==> config.mk <==
export PLATFORM = sky130hd
export DESIGN_NAME = pc_lut_encoder
export DESIGN_NICKNAME = d
export VERILOG_FILES = /design/src/rtl/pc_lut_encoder.sv
export SDC_FILE = /design/constraint.sdc
export NUM_CORES = 1
export LEC_CHECK = 0
export ABC_CLOCK_PERIOD_IN_PS = 2500
export BUFFER_PORTS_ARGS = -buffer_cell sky130_fd_sc_hd__buf_2
export CORE_MARGIN = 2
export CORE_UTILIZATION = 45
export CTS_CLUSTER_DIAMETER = 40
export CTS_CLUSTER_SIZE = 14
export DETAILED_ROUTE_END_ITERATION = 6
export GPL_ROUTABILITY_DRIVEN = 1
export PLACE_DENSITY_LB_ADDON = 0.25
export SYNTH_ARGS = -nofsm -noshare
export SYNTH_HDL_FRONTEND = slang
export SYNTH_SLANG_ARGS = --single-unit
==> constraint.sdc <==
create_clock -name clk -period 2.5 [get_ports clk]
set_input_delay 0.25 -clock clk [delete_from_list [all_inputs] [get_ports clk]]
set_output_delay 0.25 -clock clk [all_outputs]
set_load 0.005 [all_outputs]
==> src/rtl/pc_lut_encoder.sv <==
// Reverse lookup for the branch-target LUT: finds the lowest valid entry whose
// stored PC equals the requested key, scanning one entry per clock.
//
// state  | meaning
// IDLE   | ready for a request; key latched on accept
// SEARCH | compare entry scan against key, one entry per edge
// RESP   | result held until the consumer takes it
module pc_lut_encoder #(
  parameter int D = 10,
  parameter int N = 16
) (
  input  logic         clk,
  input  logic         rst_n,
  input  logic         wr_en,
  input  logic [3:0]   wr_idx,
  input  logic [D-1:0] wr_target,
  input  logic         clr,
  input  logic         req_valid,
  input  logic [D-1:0] req_target,
  output logic         req_ready,
  output logic         rsp_valid,
  output logic         rsp_hit,
  output logic [3:0]   rsp_idx,
  input  logic         rsp_ready
);

  localparam logic [1:0] S_IDLE   = 2'd0;
  localparam logic [1:0] S_SEARCH = 2'd1;
  localparam logic [1:0] S_RESP   = 2'd2;

  logic [1:0]   state;
  logic [D-1:0] lut [N];
  logic [N-1:0] vld;
  logic [D-1:0] key;
  logic [3:0]   scan;
  logic         wr_ok;
  logic         cmp_hit;
  logic         scan_last;

  assign wr_ok     = ({1'b0, wr_idx} < 5'(N));
  assign cmp_hit   = vld[scan] && (lut[scan] == key);
  assign scan_last = (scan == 4'(N - 1));
  assign req_ready = (state == S_IDLE);

  // A write on the same edge as clr lands after the clear, so its entry stays valid.
  always_ff @(posedge clk or negedge rst_n) begin
    if (!rst_n) begin
      vld <= '0;
      for (int i = 0; i < N; i++) lut[i] <= '0;
    end else begin
      if (clr) vld <= '0;
      if (wr_en && wr_ok) begin
        lut[wr_idx] <= wr_target;
        vld[wr_idx] <= 1'b1;
      end
    end
  end

  always_ff @(posedge clk or negedge rst_n) begin
    if (!rst_n) begin
      state     <= S_IDLE;
      key       <= '0;
      scan      <= '0;
      rsp_valid <= 1'b0;
      rsp_hit   <= 1'b0;
      rsp_idx   <= '0;
    end else begin
      case (state)
        S_IDLE: begin
          if (req_valid) begin
            key   <= req_target;
            scan  <= '0;
            state <= S_SEARCH;
          end
        end
        S_SEARCH: begin
          if (cmp_hit) begin
            rsp_hit   <= 1'b1;
            rsp_idx   <= scan;
            rsp_valid <= 1'b1;
            state     <= S_RESP;
          end else if (scan_last) begin
            rsp_hit   <= 1'b0;
            rsp_idx   <= '0;
            rsp_valid <= 1'b1;
            state     <= S_RESP;
          end else begin
            scan <= scan + 4'd1;
          end
        end
        S_RESP: begin
          if (rsp_ready) begin
            rsp_valid <= 1'b0;
            state     <= S_IDLE;
          end
        end
        default: state <= S_IDLE;
      endcase
    end
  end

endmodule

==> flow_metrics.py, run 1 <==
metrics = {
    "critical_path": {
        "worstSetupEndpointType": "register",
        "crit_required_ns": 2.82,
        "rr_worst_depth": 10,
        "regToRegSetupSlack_ns": -0.44,
        "cp_data_arrival_time_ns": 3.26,
        "critPathLaunchType": "register",
        "timing.rr.end": "state[1]",
        "path_max_fanout": 10,
        "worstSetupPathType": "reg -> reg",
        "r2r_start": "scan[0]",
    },
    "power": {
        "p_leak_nw": 4.89,
        "p_switching_mw": 3.81,
        "switching_share_pct": 32.9,
        "p_int_mw": 7.77,
        "seqPwrFrac_pct": 39.4,
        "total_power_mw": 11.6,
        "pwr-share-comb_pct": 37.8,
        "clock_power_share_pct": 22.8,
        "irDropWorstVdd_mv": 0.541,
        "p_per_area_nw_per_um2": 1070,
    },
    "timing": {
        "min_period_over_period_pct": 118,
        "setup_viol": 12,
        "slew_headroom_pct": 43.7,
        "rsz0062_at_grt": "true",
        "drv_slew": 0,
        "worst_slack_ns": -0.441,
        "worst_slew_pin_slew_ns": 0.845,
        "period_minus_slack_ns": 2.94,
        "hold_viol_final": 0,
        "fmax_ghz": 0.340,
        "skew_ns": 0.0120,
    },
    "logic_synthesis": {
        "ys_top_cells_by_area": "dfrtp_1 (54%), mux2_2 (19%), mux4_2 (5.8%)",
        "syn_area_um2": 9250,
        "netlist_instances": 676,
        "ys.flop_type": "dfrtp_1",
        "yosys_warnings": 0,
        "synth-seq-area-share_pct": 53.6,
        "synth_edf_count": 0,
        "yosysMostFrequentCell": "dfrtp_1",
        "synth-seq-cells": 198,
        "synth_top_area_share_pct": 53.6,
        "avgSynthCellArea_um2": 13.7,
        "synthTopCellsByCount": "dfrtp_1 (198), mux2_2 (160), nand2_1 (47)",
        "synth_cell_types": 49,
        "synth_top_area_cell": "dfrtp_1",
        "ys_async_sr_fraction_pct": 100,
        "synth_fp_nets": 707,
    },
    "global_routing": {
        "grt_max_degree": 64,
        "grt_usage_pct": 22.6,
        "grt_pass1_vias": 6334,
        "antenna_found_initial": 1,
        "grt_pass1_wl_um": 36500,
        "globalRoute.totalOverflow": 0,
    },
    "cts": {
        "clock-root-buffer": "clkbuf_16",
        "path_clk_slew_ns": 0.07,
        "cts_sinks": 198,
        "cts_buffers": 17,
        "clk-insertion-delay-late_ns": 0.44,
        "cts_tree": "built",
        "cts_max_level": 4,
        "cts_max_path_buffers": 2,
    },
    "floorplan": {
        "die_h_um": 147,
        "dieWidth_um": 147,
        "start_util_pct": 45.8,
        "core_area_um2": 20200,
        "num_rows": 52,
        "ios": 37,
        "dieArea_um2": 21700,
    },
    "routing": {
        "wl_um": 23000,
        "antenna_left": 0,
        "drtPass1Iterations": 4,
        "routedWlPerCell_um": 22.3,
        "drt-initial-drc-count": 350,
        "drc": 0,
        "via_per_inst": 5.63,
        "vias": 5820,
    },
    "cells_and_area": {
        "syn2layout_area_growth_pct": 16.6,
        "nFillCells": 1702,
        "final_util_pct": 53.5,
        "final_net_count": 782,
        "drive_above_1_share_pct": 43.5,
        "diodes": 0,
    },
    "place": {
        "gp_congestion": 0.853,
        "portBuffers": 36,
        "dpl.hpwl_um": 15900,
    },
    "min_path": {
        "min_from": "req_target[3]",
        "hold_class": "in -> reg",
        "hold_path_end": "key[3]",
        "hold_path_depth": 3,
    },
    "flow_run": {
        "cap_violations": 0,
    },
    "status": {
        "status": "complete, but fails checks",
        "violations": "setup timing",
    },
}
cell usage in the layout, fill, tap and decap left out, types with 4 or more instances in the layout:
cell type and count:
inv_1 9, nor4_1 4, inv_6 4, nand3b_1 7
buf_2 35, nand3_1 17, clkbuf_16 17, xnor2_1 4
buf_4 52, a22oi_1 13, mux2i_1 43, mux2_2 160
nand4_1 4, buf_12 11, nand2b_1 7, a21o_1 14
mux4_2 28, o21ai_0 8, dfrtp_1 196, nor2_1 14
nand2_1 47, clkinvlp_4 6
through the flow:
step	std cells	instance area, µm²	setup WS (ns)	TNS [ns]	hold WS [ns]
2_1_floorplan	676	9240	-0.112	-0.753	-0.0456
3_3_place_gp	993	10100	-0.428	-4.56	0.271
3_5_place_dp	993	10100	-0.491	-5.27	0.278
4_1_cts	1031	10700	-0.395	-3.79	0.0106
5_1_grt	1034	10800	-0.605	-5.52	0.00751
6_report	1034	10800	-0.441	-4.12	0.0142
layout make-up:
| cell class | count | area, µm² | area share [%] |
|---|---|---|---|
| inverter | 11 | 41.3 | 0.383 |
| tap | 270 | 338 | 3.13 |
| multi-input combinational | 418 | 4020 | 37.3 |
| sequential | 198 | 4960 | 46.0 |
| clock buffer | 19 | 433 | 4.01 |
| timing repair buffer | 105 | 863 | 8.01 |
| clock inverter | 13 | 124 | 1.15 |
how the worst max path moves through the flow:
stage                     slack (ns)     from         end  cells after the start
after CTS                      -0.39  scan[0]    state[1]                      9
after floorplan                -0.11  scan[0]  rsp_idx[0]                     10
final                          -0.44  scan[0]    state[1]                     10
after global placement         -0.43  scan[1]    state[1]                     10
after detailed placement       -0.49  scan[0]    state[1]                     10
after global routing           -0.60  scan[0]    state[1]                     10
worst max-delay path: stages (launching register included):
cell and delay [ns]:
dfrtp_2 0.48, buf_12 0.16, buf_4 0.11, mux4_2 0.55, a2111oi_1 0.45, nand3_1 0.14, o2111ai_1 0.18, nor4b_4 0.10
buf_6 0.15, o21a_1 0.19, or2_2 0.30
logic make-up after synthesis:
family / count (synthesis) / synth area share (%)
multiplexers: 232 / 31.2
flip-flops: 198 / 53.6
AND/OR/NAND/NOR: 118 / 6.58
AO/OA/AOI/OAI: 60 / 4.80
buffers and inverters: 60 / 3.00
XOR/XNOR: 7 / 0.663
adder cells (fa/ha/maj): 1 / 0.135
sequential cells by signal, summed over array words and instances, names as in the netlist:
name,count
vld,16
rsp_idx,4
rsp_valid,1
key,10
scan,4
lut,160
rsp_hit,1
state,2
layer usage:
metal / global-route usage (%) / share of wire, % / up-vias / wire length (µm)
met5: 0 / 0 / - / 0
met1: 29.7 / 43 / 3075 / 9800
met3: 4.29 / 4.6 / 19 / 1070
li1: - / - / 2603 / -
met4: 7.02 / 1.4 / 0 / 318
met2: 38.2 / 51 / 123 / 11900
power by group through the flow:
stage / Sequential (mW) / Clock (mW) / Combinational (mW)
finish: 4.56 / 2.65 / 4.38
global route: 4.66 / 2.84 / 4.73
CTS: 4.56 / 2.70 / 4.32
detailed placement: 4.64 / 0 / 4.15
global placement: 4.59 / 0 / 4.04
floorplan: 4.35 / 0 / 2.98
repair_timing:
action                                  CTS  global route
hold buffers                              3             0
pin swaps                                 0             2
setup buffers                             3             3
endpoints found under the setup margin   12            12
endpoints found under the hold margin    60             0
resized for setup                         5             8
cloned                                    0             0
Note: power is estimated with default switching activity, not from simulation.
==> run 2, diff against run 1 <==
Settings changed: CORE_MARGIN 2 to 10, CTS_CLUSTER_SIZE 14 to 25.
==> run 2 against run 1 <==
The flow still finishes with violations (setup timing). Clock skew fell by 0.0023 ns. Non-clock buffer count is 4 lower. Via count rose by 0.62%. Sequential share of layout area increased by 0.13 points. Flip-flop and latch count did not move. Final cell count decreased by 0.39%. Die area rose by 23%. Clock power up 7%. Routed wire length up 1.3%. Critical endpoint is now scan[0].
==> flow_metrics.py, run 2 (synthesis results as in run 1) <==
metrics = {
    "status": {
        "status": "complete, but fails checks",
        "violations": "setup timing",
    },
    "timing": {
        "worst_slew_pin_slew_ns": 0.732,
        "skew_ns": 0.00977,
        "drv_slew": 0,
        "fmax_ghz": 0.345,
        "rsz0062_at_grt": "true",
        "hold_viol_final": 0,
        "period_minus_slack_ns": 2.90,
        "min_period_over_period_pct": 116,
        "worst_slack_ns": -0.402,
        "tns_ns": -4.09,
        "setup_viol": 12,
        "slew_headroom_pct": 51.2,
    },
    "cts": {
        "clock-root-buffer": "clkbuf_16",
        "cts_sinks": 198,
        "cts_max_level": 4,
        "clk-insertion-delay-late_ns": 0.43,
        "cts_buffers": 17,
        "cts_max_path_buffers": 2,
        "cts_tree": "built",
        "path_clk_slew_ns": 0.07,
    },
    "cells_and_area": {
        "diodes": 0,
        "largestRegisters": "lut (160), vld (16), key (10)",
        "largest_reg_flops": 160,
        "drive_above_1_share_pct": 44.2,
        "final_net_count": 778,
        "final_cells": 1030,
        "syn2layout_area_growth_pct": 16.3,
        "final_common_cell": "dfrtp_1",
        "top_register": "lut",
        "final_cell_mix": "dfrtp_1 (196), mux2_2 (160), buf_4 (54)",
        "final_cell_area_um2": 10800,
    },
    "power": {
        "clock_power_share_pct": 24.1,
        "p_int_mw": 7.88,
        "p_per_area_nw_per_um2": 1090,
        "seqPwrFrac_pct": 38.8,
        "p_leak_nw": 4.89,
        "pwr-share-comb_pct": 37.1,
        "irDropWorstVdd_mv": 0.438,
        "switching_share_pct": 32.7,
        "total_power_mw": 11.7,
        "p_switching_mw": 3.83,
    },
    "routing": {
        "drtPass1Iterations": 4,
        "route.met3.wl_um": 988,
        "via_per_inst": 5.69,
        "drc": 0,
        "routed-wl-met2_um": 11400,
        "routedWlPerCell_um": 22.7,
        "antenna_left": 0,
        "vias": 5856,
        "drt-initial-drc-count": 408,
        "wl_um": 23300,
        "wl_met1_um": 10500,
        "top_layer": "met4",
    },
    "floorplan": {
        "dieWidth_um": 163,
        "dieArea_um2": 26700,
        "die_h_um": 163,
        "core_area_um2": 20200,
        "start_util_pct": 45.7,
        "num_rows": 52,
        "ios": 37,
    },
    "place": {
        "dpl.hpwl_um": 15800,
        "dpl_cell_area_um2": 9990,
        "portBuffers": 36,
        "gp_congestion": 0.851,
        "dp.cells": 989,
    },
    "critical_path": {
        "cp_data_arrival_time_ns": 3.24,
        "regToRegSetupSlack_ns": -0.40,
        "path_max_fanout": 8,
        "worstSetupEndpointType": "register",
        "critPathLaunchType": "register",
        "crit_required_ns": 2.84,
        "worstSetupPathType": "reg -> reg",
    },
    "global_routing": {
        "grt_max_degree": 80,
        "antenna_found_initial": 0,
        "grt_usage_pct": 17.9,
        "globalRoute.totalOverflow": 0,
        "grt_pass1_wl_um": 36200,
        "grt_pass1_vias": 6175,
    },
    "min_path": {
        "hold_class": "in -> reg",
    },
    "flow_run": {
        "cap_violations": 0,
    },
}
run 2: changes by cell type in the layout (fill, tap and decap cells not counted), sizes merged:
cell | previous run | this run
inv | 13 | 12
clkbuf | 20 | 19
buf | 101 | 99
dlygate4sd3 | 3 | 1
clkinvlp | 6 | 1
clkinv | 4 | 9
bufinv | 1 | 3
run 2: worst max-delay path: stages (launching register included):
cell and delay, ns:
dfrtp_2 0.48, buf_8 0.17, mux4_2 0.50, mux4_2 0.55, xnor2_2 0.14, o211ai_1 0.15, nor4b_4 0.31, buf_6 0.16
or3_4 0.15, mux2i_2 0.20
run 2: power by group through the flow:
stage | sequential, mW | combinational, mW | clock, mW
final | 4.54 | 4.35 | 2.83
after global routing | 4.63 | 4.69 | 3.01
after CTS | 4.53 | 4.23 | 2.87
after detailed placement | 4.61 | 4.04 | 0
after global placement | 4.56 | 3.95 | 0
after floorplan | 4.35 | 2.98 | 0
run 2: path summary, 6_finish.rpt:
| path | cells past startpoint | startpoint | endpoint |
|---|---|---|---|
| max | 9 | scan[0] | scan[0] |
| min | 3 | req_target[9] | key[9] |
| max reg2reg | 9 | scan[0] | scan[0] |
| min reg2reg | 1 | vld[6] | vld[6] |
| max in group asynchronous | 3 | rst_n | lut[60] |
| min in group asynchronous | 2 | rst_n | lut[31] |
run 2: repair_timing:
action / CTS / global route
hold buffers: 1 / 0
endpoints found under the hold margin: 74 / 0
buffers inserted: 5 / 4
setup endpoints to repair: 12 / 12
resized for setup: 9 / 10
pin swaps: 10 / 7
run 2: final cells by class:
cell class              instances  area (µm²)
inverters                      11        41.3
clock buffers                  18         429
repair buffers                101         756
fillers                      1659        9480
multi-input cells             418        4060
clock inverters                14         174
flip-flops and latches        198        4960
well taps                     270         338
run 2: through the flow:
step | setup slack [ns] | hold slack (ns) | utilization (%)
after detailed placement | -0.447 | 0.336 | 49.4
after floorplan | -0.112 | -0.0456 | -
after CTS | -0.339 | 0.00912 | 52.8
after global routing | -0.516 | 0.0175 | 53.1
after global placement | -0.393 | 0.329 | 49.4
final | -0.402 | 0.0200 | 53.1
run 2: metal layers:
layer	track usage [%]	vias to the layer above
met5	0	-
met4	5.37	0
met3	4.00	25
met2	29.1	134
met1	23.5	3105
li1	-	2592
